**config.mk**
```make
export PLATFORM = sky130hd
export DESIGN_NAME = vc_fifo
export DESIGN_NICKNAME = d
export VERILOG_FILES = /design/src/rtl/fifo_pkg.sv /design/src/rtl/vc_fifo_ptr.sv /design/src/rtl/vc_fifo.sv
export SDC_FILE = /design/constraint.sdc
export NUM_CORES = 1
export LEC_CHECK = 0
export CORE_UTILIZATION = 46
export CTS_CLUSTER_DIAMETER = 100
export DETAILED_ROUTE_END_ITERATION = 10
export MAX_ROUTING_LAYER = met4
export RECOVER_POWER = 25
export SLEW_MARGIN = 20
export SYNTH_ARGS = -nofsm -noshare
export SYNTH_HDL_FRONTEND = slang
export SYNTH_HIERARCHICAL = 1
export SYNTH_SLANG_ARGS = --single-unit
```
**constraint.sdc**
```tcl
create_clock -name clk_i -period 4.63 [get_ports clk_i]
set_input_delay 0.926 -clock clk_i [delete_from_list [all_inputs] [get_ports clk_i]]
set_output_delay 0.926 -clock clk_i [all_outputs]
set_load 0.02 [all_outputs]
```
**src/rtl/fifo_pkg.sv**
```systemverilog
// Width helpers and parameter legality rules shared by the virtual-channel FIFO.
// The top module turns params_ok() into an elaboration-time error.
package fifo_pkg;

    function automatic int clog2(input int value);
        int result;
        result = 0;
        while ((32'sd1 <<< result) < value) begin
            result = result + 32'sd1;
        end
        return result;
    endfunction

    function automatic int vcw_of(input int num_vc);
        return clog2(num_vc);
    endfunction

    // One extra pointer bit distinguishes a full buffer from an empty one.
    function automatic int cw_of(input int depth);
        return clog2(depth) + 32'sd1;
    endfunction

    function automatic bit is_pow2(input int value);
        return (value > 32'sd0) && ((value & (value - 32'sd1)) == 32'sd0);
    endfunction

    function automatic bit params_ok(input int width, input int depth,
                                     input int num_vc, input int afull_th);
        return (width >= 32'sd1) && (depth >= 32'sd2) && is_pow2(depth) &&
               (num_vc >= 32'sd2) && (afull_th >= 32'sd1) && (afull_th <= depth);
    endfunction

endpackage

```
**src/rtl/vc_fifo_ptr.sv**
```systemverilog
// Pointer pair and status-flag decode for a single virtual channel.
// Flags depend only on the registered pointers, never on this cycle's requests.
module vc_fifo_ptr
    import fifo_pkg::*;
#(
    parameter int DEPTH    = 8,
    parameter int AFULL_TH = DEPTH - 1,
    localparam int CW      = cw_of(DEPTH)
) (
    input  logic          clk,
    input  logic          rst_n,
    input  logic          inc_wr,
    input  logic          inc_rd,
    output logic [CW-2:0] wr_addr,
    output logic [CW-2:0] rd_addr,
    output logic          empty,
    output logic          full,
    output logic          afull
);

    localparam logic [CW-1:0] PTR_ONE  = {{(CW-1){1'b0}}, 1'b1};
    localparam logic [CW-1:0] DEPTH_C  = CW'(DEPTH);
    localparam logic [CW-1:0] AFULL_C  = CW'(AFULL_TH);

    logic [CW-1:0] wr_ptr_r;
    logic [CW-1:0] rd_ptr_r;
    logic [CW-1:0] occ_s;

    // Pointer registers; natural modulo-2^CW wrap, no special case needed.
    always_ff @(posedge clk or negedge rst_n) begin
        if (!rst_n) begin
            wr_ptr_r <= {CW{1'b0}};
            rd_ptr_r <= {CW{1'b0}};
        end else begin
            if (inc_wr) begin
                wr_ptr_r <= wr_ptr_r + PTR_ONE;
            end else begin
                wr_ptr_r <= wr_ptr_r;
            end
            if (inc_rd) begin
                rd_ptr_r <= rd_ptr_r + PTR_ONE;
            end else begin
                rd_ptr_r <= rd_ptr_r;
            end
        end
    end

    assign occ_s   = wr_ptr_r - rd_ptr_r;
    assign empty   = (occ_s == {CW{1'b0}});
    assign full    = (occ_s == DEPTH_C);
    assign afull   = (occ_s >= AFULL_C);
    assign wr_addr = wr_ptr_r[CW-2:0];
    assign rd_addr = rd_ptr_r[CW-2:0];

endmodule

```
**src/rtl/vc_fifo.sv**
```systemverilog
// Multi-virtual-channel FIFO: NUM_VC independent circular buffers sharing one
// flat storage array, with a registered one-cycle-latency read port.
module vc_fifo
    import fifo_pkg::*;
#(
    parameter int WIDTH    = 32,
    parameter int DEPTH    = 8,
    parameter int NUM_VC   = 4,
    parameter int AFULL_TH = DEPTH - 1,
    localparam int VCW     = vcw_of(NUM_VC),
    localparam int CW      = cw_of(DEPTH)
) (
    input  logic              clk_i,
    input  logic              rst_i,
    input  logic              write_i,
    input  logic [VCW-1:0]    wr_vc_i,
    input  logic [WIDTH-1:0]  data_i,
    input  logic              read_i,
    input  logic [VCW-1:0]    rd_vc_i,
    output logic [WIDTH-1:0]  data_o,
    output logic              valid_o,
    output logic [NUM_VC-1:0] empty_o,
    output logic [NUM_VC-1:0] full_o,
    output logic [NUM_VC-1:0] afull_o,
    output logic              ovf_o
);

    localparam int AW = VCW + CW - 1;
    localparam logic [NUM_VC-1:0] VC_ONE = {{(NUM_VC-1){1'b0}}, 1'b1};

    if (!params_ok(WIDTH, DEPTH, NUM_VC, AFULL_TH)) begin : g_bad_params
        $error("vc_fifo: illegal parameter set");
    end

    logic [CW-2:0]      wr_idx_s [NUM_VC];
    logic [CW-2:0]      rd_idx_s [NUM_VC];
    logic [NUM_VC-1:0]  wr_inc_s;
    logic [NUM_VC-1:0]  rd_inc_s;
    logic               rd_ok_s;
    logic               wr_ok_s;
    logic [AW-1:0]      wr_addr_s;
    logic [AW-1:0]      rd_addr_s;
    logic [WIDTH-1:0]   mem_r [NUM_VC*DEPTH];
    logic [WIDTH-1:0]   data_r;
    logic               valid_r;
    logic               ovf_r;

    for (genvar v = 0; v < NUM_VC; v++) begin : g_vc
        vc_fifo_ptr #(
            .DEPTH    (DEPTH),
            .AFULL_TH (AFULL_TH)
        ) u_ptr (
            .clk     (clk_i),
            .rst_n   (rst_i),
            .inc_wr  (wr_inc_s[v]),
            .inc_rd  (rd_inc_s[v]),
            .wr_addr (wr_idx_s[v]),
            .rd_addr (rd_idx_s[v]),
            .empty   (empty_o[v]),
            .full    (full_o[v]),
            .afull   (afull_o[v])
        );
    end

    // Accept decode: a full VC still takes a write when the same VC is read this cycle.
    always_comb begin
        rd_ok_s   = read_i & ~empty_o[rd_vc_i];
        wr_ok_s   = write_i & (~full_o[wr_vc_i] | (rd_ok_s & (rd_vc_i == wr_vc_i)));
        rd_addr_s = {rd_vc_i, rd_idx_s[rd_vc_i]};
        wr_addr_s = {wr_vc_i, wr_idx_s[wr_vc_i]};
        if (rd_ok_s) begin
            rd_inc_s = VC_ONE << rd_vc_i;
        end else begin
            rd_inc_s = {NUM_VC{1'b0}};
        end
        if (wr_ok_s) begin
            wr_inc_s = VC_ONE << wr_vc_i;
        end else begin
            wr_inc_s = {NUM_VC{1'b0}};
        end
    end

    // Storage is deliberately not reset; reads on a full VC see the old head word.
    always_ff @(posedge clk_i) begin
        if (wr_ok_s) begin
            mem_r[wr_addr_s] <= data_i;
        end
    end

    // Registered read port: valid pulses for one cycle per accepted read.
    always_ff @(posedge clk_i or negedge rst_i) begin
        if (!rst_i) begin
            data_r  <= {WIDTH{1'b0}};
            valid_r <= 1'b0;
        end else begin
            valid_r <= rd_ok_s;
            if (rd_ok_s) begin
                data_r <= mem_r[rd_addr_s];
            end else begin
                data_r <= data_r;
            end
        end
    end

    // Sticky overflow, cleared only by reset.
    always_ff @(posedge clk_i or negedge rst_i) begin
        if (!rst_i) begin
            ovf_r <= 1'b0;
        end else if (write_i && !wr_ok_s) begin
            ovf_r <= 1'b1;
        end else begin
            ovf_r <= ovf_r;
        end
    end

    assign data_o  = data_r;
    assign valid_o = valid_r;
    assign ovf_o   = ovf_r;

endmodule

```
==> impl_metrics.json, run 1 <==
{
  "status": "complete, but fails checks",
  "violations": "capacitance limit, slew limit",
  "dr_wl_met3_um": 8130,
  "timing.fmax_ghz": 0.237,
  "period_needed_ns": 4.21,
  "num_io_pins": 86,
  "placedCellCount": 4130,
  "die_w_um": 311,
  "initial_core_util_pct": 46.7,
  "wl_um": 122000,
  "core_area_um2": 93900,
  "port_buffers": 85,
  "holdPathEnd": "g_vc[1].u_ptr/wr_ptr_r[3]",
  "synth_nets": 2909,
  "crit_chain": "ha_1 > inv_1 > fa_1 > xnor2_1 > nand3_1 > o21ba_2 > mux4_2 > nand2b_4 > inv_2 > nand3_1 > a21bo_2 > or3_1 > buf_4 > nor2_4 > buf_4",
  "critPathSlowestCell": "dfrtp_1",
  "ir_worst_vdd_v": 0.000390,
  "clock-sinks": 1090,
  "worst_pin_slew_ns": 3.48,
  "rsz0062_at_grt": "false",
  "route.detailed.drc": 0,
  "finalCritPeriodShare_pct": 91.0,
  "p_leak_nw": 17.1,
  "die_area_um2": 96500,
  "first_pass_iters": 8,
  "synth_cell_type_count": 47,
  "netlist_instances": 2845,
  "r2r_start": "g_vc[1].u_ptr/rd_ptr_r[0]",
  "hpwl_um": 75100,
  "grt_pass1_wl_um": 178000,
  "cp-start-kind": "flop",
  "grt_pass1_vias": 25600,
  "grt_max_degree": 95,
  "rr_worst_depth": 15,
  "drt-wirelength-per-cell_um": 28.1,
  "ys.flop_type": "edfxtp_1",
  "cts_buffer_depth": 3,
  "syn-cell-area_um2": 43800,
  "hold_violations": 0,
  "grtUsageTotal_pct": 25.9,
  "slew_violations": 679,
  "async_flop_share_pct": 6.06,
  "die_y_um": 311,
  "critical_path.max_fanout": 11,
  "ctsResizeCount": 0,
  "tritoncts": "done",
  "path_class": "flop to flop",
  "synth.avg_cell_area_um2": 15.4,
  "drtIter0Drc": 2863,
  "hold_buffers": 0,
  "wl_met2_um": 59800,
  "ant_nets": 0,
  "rows": 112,
  "worst_setup_path_end_kind": "flop",
  "cp_data_arrival_time_ns": 4.59,
  "vias": 25700,
  "crit_start": "g_vc[1].u_ptr/rd_ptr_r[0]",
  "ctsRootBufferMaster": "clkbuf_16",
  "globalplace.congestion": 0.893,
  "path_clk_slew_ns": 0.06,
  "hp-class": "flop to flop",
  "rrSetupSlack_ns": 0.42,
  "highest-signal-layer": "met4",
  "postCtsSetupRepairBufs": 0,
  "p_per_area_nw_per_um2": 629,
  "cp.required_ns": 5.01,
  "slew_headroom_pct": -132,
  "crit_path_max_incr_delay_ns": 0.52,
  "critPathBufInv": 4,
  "nets": 3053,
  "r2r-end": "mem_r[20][7]",
  "ys_seq_area_share_pct": 73.9,
  "yosysWarningCount": 6,
  "via_per_inst": 5.92,
  "insertion_delay_ns": 0.70,
  "cts_buffers": 111,
  "hold_start": "g_vc[1].u_ptr/wr_ptr_r[3]",
  "setup_viol": 0,
  "instances_no_fill": 4341,
  "wl_met1_um": 50400,
  "layout-drive-gt1-share_pct": 17.9,
  "holdPathStages": 1,
  "fin_skew_ns": 0.0370,
  "max-cap-violations": 20,
  "cp_num_cells": 15,
  "area_delta_synth_final_pct": 15.1,
  "synth-seq-cells": 1090,
  "htree_levels": 3,
  "grt-ovfl-total": 0,
  "total_power_mw": 31.7,
  "antenna_found_initial": 3,
  "tns_ns": 0,
  "synth_edf_count": 1024,
  "cp_top_family": "simple AND/OR/NAND/NOR gates"
}
[synth_stat cells (5+ instances only)]
cell type	count	area, um^2
mux2_2	136	1530
o31ai_1	32	240
nand2_1	487	1830
ha_1	20	250
buf_6	6	67.6
nor4_1	32	200
a31o_2	13	114
a31oi_1	76	475
nor3_1	5	25.0
buf_2	73	365
nand2b_1	5	31.3
o41ai_2	28	455
inv_1	20	75.1
edfxtp_1	1024	30700
mux2i_1	133	1330
clkbuf_1	85	319
dfrtp_1	66	1650
a21oi_1	104	521
xnor2_1	22	193
xor2_1	12	105
nand3_1	6	30.0
nor2b_1	52	325
buf_4	34	255
nor2_1	39	146
nand4_1	8	50.1
buf_1	10	37.5
a32oi_1	32	280
a211oi_1	52	390
o22ai_1	128	801
mux4_2	7	158
and3_1	5	31.3
a311oi_1	20	175
a21o_1	32	240
nand3b_1	7	52.6
[worst max path at each step]
| stage | endpoint |
|---|---|
| after CTS | mem_r[20][15] |
| final | mem_r[20][7] |
| after global placement | data_o[18] |
| after detailed placement | mem_r[20][10] |
| after global routing | mem_r[20][15] |
| after floorplan | mem_r[29][0] |
[sequential cells by signal (all words and copies together), names as in the netlist]
register,count
data_o,32
g_vc.u_ptr/rd_ptr_r,16
g_vc.u_ptr/wr_ptr_r,16
valid_o,1
ovf_o,1
mem_r,1024
[metal layers]
metal,up-vias,track usage [%]
met3,197,3.35
met2,1079,41.9
met1,13200,34.5
met5,-,-
li1,11200,-
met4,0,7.28
[cell families (layout without fill, tap and decap cells)]
logic type | Yosys count | in the layout | share of synthesized area [%]
flip-flops | 1090 | 1090 | 73.9
multiplexers | 276 | 276 | 6.89
buffers and inverters | 229 | 469 | 2.56
AO/OA/AOI/OAI | 534 | 534 | 8.75
other | 0 | 2 | 0
adder cells (fa/ha/maj) | 24 | 24 | 0.754
AND/OR/NAND/NOR | 658 | 658 | 6.41
XOR/XNOR | 34 | 34 | 0.680
[report_power, final]
group	total (mW)	internal (mW)	switching, mW
clock network	8.89	5.19	3.70
logic	10.8	3.94	6.84
registers	12.1	11.5	0.532
total	31.7	20.7	11.1
[per-stage QoR]
step | utilization, % | instance area, um^2 | hold slack, ns | worst slack [ns]
6_report | 53.7 | 50400 | 0.491 | 0.419
5_1_grt | 53.7 | 50400 | 0.497 | 0.201
4_1_cts | 53.7 | 50500 | 0.340 | 0.411
3_5_place_dp | 49.9 | 46800 | 0.475 | 0.443
3_3_place_gp | 49.9 | 46800 | 0.458 | 0.507
2_1_floorplan | - | 43800 | 0.464 | -0.255
[layout make-up]
class	count	area (um^2)
Inverter	21	78.8
Antenna cell	2	5.00
Tap cell	1254	1570
Multi-Input combinational cell	1526	10600
Sequential cell	1090	32400
Clock buffer	168	3140
Fill cell	7618	43500
Timing Repair Buffer	239	2130
Clock inverter	41	478
[cells in the final DEF, fill, tap and decap left out, drive strengths merged, types with 52 or more instances in the layout]
master,instances
clkdlybuf4s50,58
nand2,487
a211oi,52
buf,159
mux2,136
clkbuf,189
a31oi,76
mux2i,133
nor2b,52
edfxtp,1024
o22ai,128
a21oi,104
dfrtp,66
Power figures use the tool's default switching activity.
==> run 2: changes to the inputs <==
DONT_BUFFER_PORTS = 1   (was not set)
==> run 2 against run 1 <==
The run still ends with capacitance limit, slew limit left. Sequential share of layout area grew 1.4 points. Clock power down 1%. Core utilization down 1.2 points. Final cell count shrank 2.9%. Wire length decreased by 0.20%. Combinational power fell by 10%. Via count shrank 2.0%. Setup slack lost 0.079 ns. Non-clock buffer count shrank 125. Clock-buffer cell count decreased by 23. Worst hold slack got worse by 0.15 ns.
==> impl_metrics.json, run 2 (synthesis gave the netlist of run 1 again) <==
{
  "placed_area_um2": 45800,
  "post-place-ws_ns": 0.369,
  "layout_setup_ws_ns": 0.340,
  "via_per_inst": 5.98,
  "postCtsSetupRepairBufs": 0,
  "clock-sinks": 1090,
  "p_leak_nw": 16.6,
  "nets": 2927,
  "period_needed_ns": 4.29,
  "route.detailed.drc": 0,
  "status": "complete, but fails checks",
  "path_class": "flop to flop",
  "final_cell_mix": "1024 x edfxtp_1, 486 x nand2_1, 135 x mux2_2",
  "first_pass_iters": 5,
  "vias": 25200,
  "rows": 112,
  "instances_no_fill": 4213,
  "cts_buffers": 110,
  "final_cell_area_um2": 49300,
  "timing.fmax_ghz": 0.233,
  "ctsResizeCount": 0,
  "ant_nets": 0,
  "layout_commonest_cell": "edfxtp_1",
  "fin_skew_ns": 0.0227,
  "cp_data_arrival_time_ns": 4.62,
  "grt_pass1_vias": 24900,
  "drt-wirelength-per-cell_um": 28.9,
  "cp-start-kind": "flop",
  "grt_pass1_wl_um": 176000,
  "slew_headroom_pct": -155,
  "worst_setup_path_end_kind": "flop",
  "drtIter0Drc": 2712,
  "ir_worst_vdd_v": 0.000550,
  "rsz0062_at_grt": "false",
  "critical_path.max_fanout": 20,
  "worst_pin_slew_ns": 3.83,
  "port_buffers": 0,
  "slew_violations": 67,
  "tritoncts": "done",
  "grtUsageTotal_pct": 25.8,
  "die_y_um": 311,
  "core_area_um2": 93900,
  "clkPwrFrac_pct": 28.6,
  "ctsRootBufferMaster": "clkbuf_16",
  "total_power_mw": 30.8,
  "grt_max_degree": 113,
  "finalCritPeriodShare_pct": 92.6,
  "antenna_found_initial": 4,
  "layout-drive-gt1-share_pct": 17.1,
  "max-cap-violations": 1,
  "fill_cells": 7646,
  "die_area_um2": 96500,
  "placedCellCount": 4004,
  "seq_power_share_pct": 40.0,
  "num_io_pins": 86,
  "hold_violations": 0,
  "pwr-share-comb_pct": 31.5,
  "tns_ns": 0,
  "wl_um": 122000,
  "area_delta_synth_final_pct": 12.6,
  "cts_buffer_depth": 3,
  "cp.required_ns": 4.96,
  "violations": "capacitance limit, slew limit",
  "p_sw_mw": 10.8,
  "grt-ovfl-total": 0,
  "swShare_pct": 35.0,
  "die_w_um": 311,
  "setup_viol": 0,
  "globalplace.congestion": 0.897,
  "regMostFlops": "mem_r",
  "hpwl_um": 75400,
  "htree_levels": 3,
  "initial_core_util_pct": 46.7,
  "p_int_mw": 20.0,
  "p_per_area_nw_per_um2": 623,
  "largest_reg_flops": 1024,
  "insertion_delay_ns": 0.68,
  "path_clk_slew_ns": 0.06,
  "hp-class": "input port to flop"
}
run 2: cell count changes in the layout (fill, tap and decap cells not counted), sizes merged:
cell / before / now
bufinv: 9 / 10
inv: 25 / 24
clkinvlp: 0 / 4
diode: 2 / 1
clkdlybuf4s50: 58 / 0
clkinv: 28 / 45
dlygate4sd3: 1 / 0
dlymetal6s4s: 0 / 1
clkbuf: 189 / 145
buf: 159 / 113
run 2: power groups by stage:
stage | logic (mW) | clock network (mW) | registers [mW]
finish | 9.69 | 8.78 | 12.3
global route | 10.3 | 9.27 | 12.4
CTS | 9.68 | 8.92 | 12.3
detailed placement | 9.63 | 0 | 12.5
global placement | 9.55 | 0 | 12.5
floorplan | 6.59 | 0 | 12.2
run 2: cell type report:
class                      count  area (um^2)  area share [%]
timing repair buffer         114         1100            2.23
clock inverter                62          567            1.15
multi-input combinational   1526        10600            21.5
clock buffer                 145         3000            6.08
sequential                  1090        32400            65.7
antenna                        1         2.50         0.00507
inverter                      21         78.8           0.160
tap                         1254         1570            3.18
run 2: per-stage QoR:
| stage | util (%) | hold WS (ns) |
|---|---|---|
| after global placement | 48.7 | 0.477 |
| after floorplan | - | 0.464 |
| after CTS | 52.6 | 0.153 |
| after global routing | 52.6 | 0.302 |
| final | 52.6 | 0.338 |
| after detailed placement | 48.7 | 0.483 |
run 2: worst paths after layout:
path                                      startpoint                   endpoint  slack (ns)  depth (start not counted)
hold reg to reg            g_vc[2].u_ptr/wr_ptr_r[3]  g_vc[2].u_ptr/wr_ptr_r[3]        0.49                          1
setup reg to reg           g_vc[0].u_ptr/rd_ptr_r[0]              mem_r[30][29]        0.34                         15
min in group asynchronous                      rst_i                 data_o[22]        1.71                          1
setup / recovery           g_vc[0].u_ptr/rd_ptr_r[0]              mem_r[30][29]        0.34                         15
max in group asynchronous                      rst_i  g_vc[2].u_ptr/rd_ptr_r[1]        0.77                          1
hold / removal                             data_i[7]               mem_r[24][7]        0.34                          0
run 2: metal layers:
metal  part of all wire, %  routed length, um  track usage (%)  vias up
li1                      -                  -                -    11000
met1                    41              50200             34.1    13000
met2                    48              58400             40.7      955
met3                   6.7               8190             3.88      222
met4                   4.0               4860             9.18        0
met5                     0                  0                -        -
run 2: repair_timing:
action	CTS	global route
hold buffers	1	0
setup endpoints to repair	0	0
hold endpoints to repair	66	0
run 2: critical path, cell delays in order, from the launching register on:
cell      delay, ns
dfrtp_1        0.51
ha_1           0.22
inv_1          0.06
fa_1           0.38
xnor2_1        0.15
nand3_1        0.10
o21ba_2        0.22
mux4_2         0.47
nand2b_4       0.16
inv_2          0.07
nand3_1        0.09
a21bo_2        0.30
or3b_1         0.46
buf_4          0.25
nor2_4         0.13
buf_4          0.36
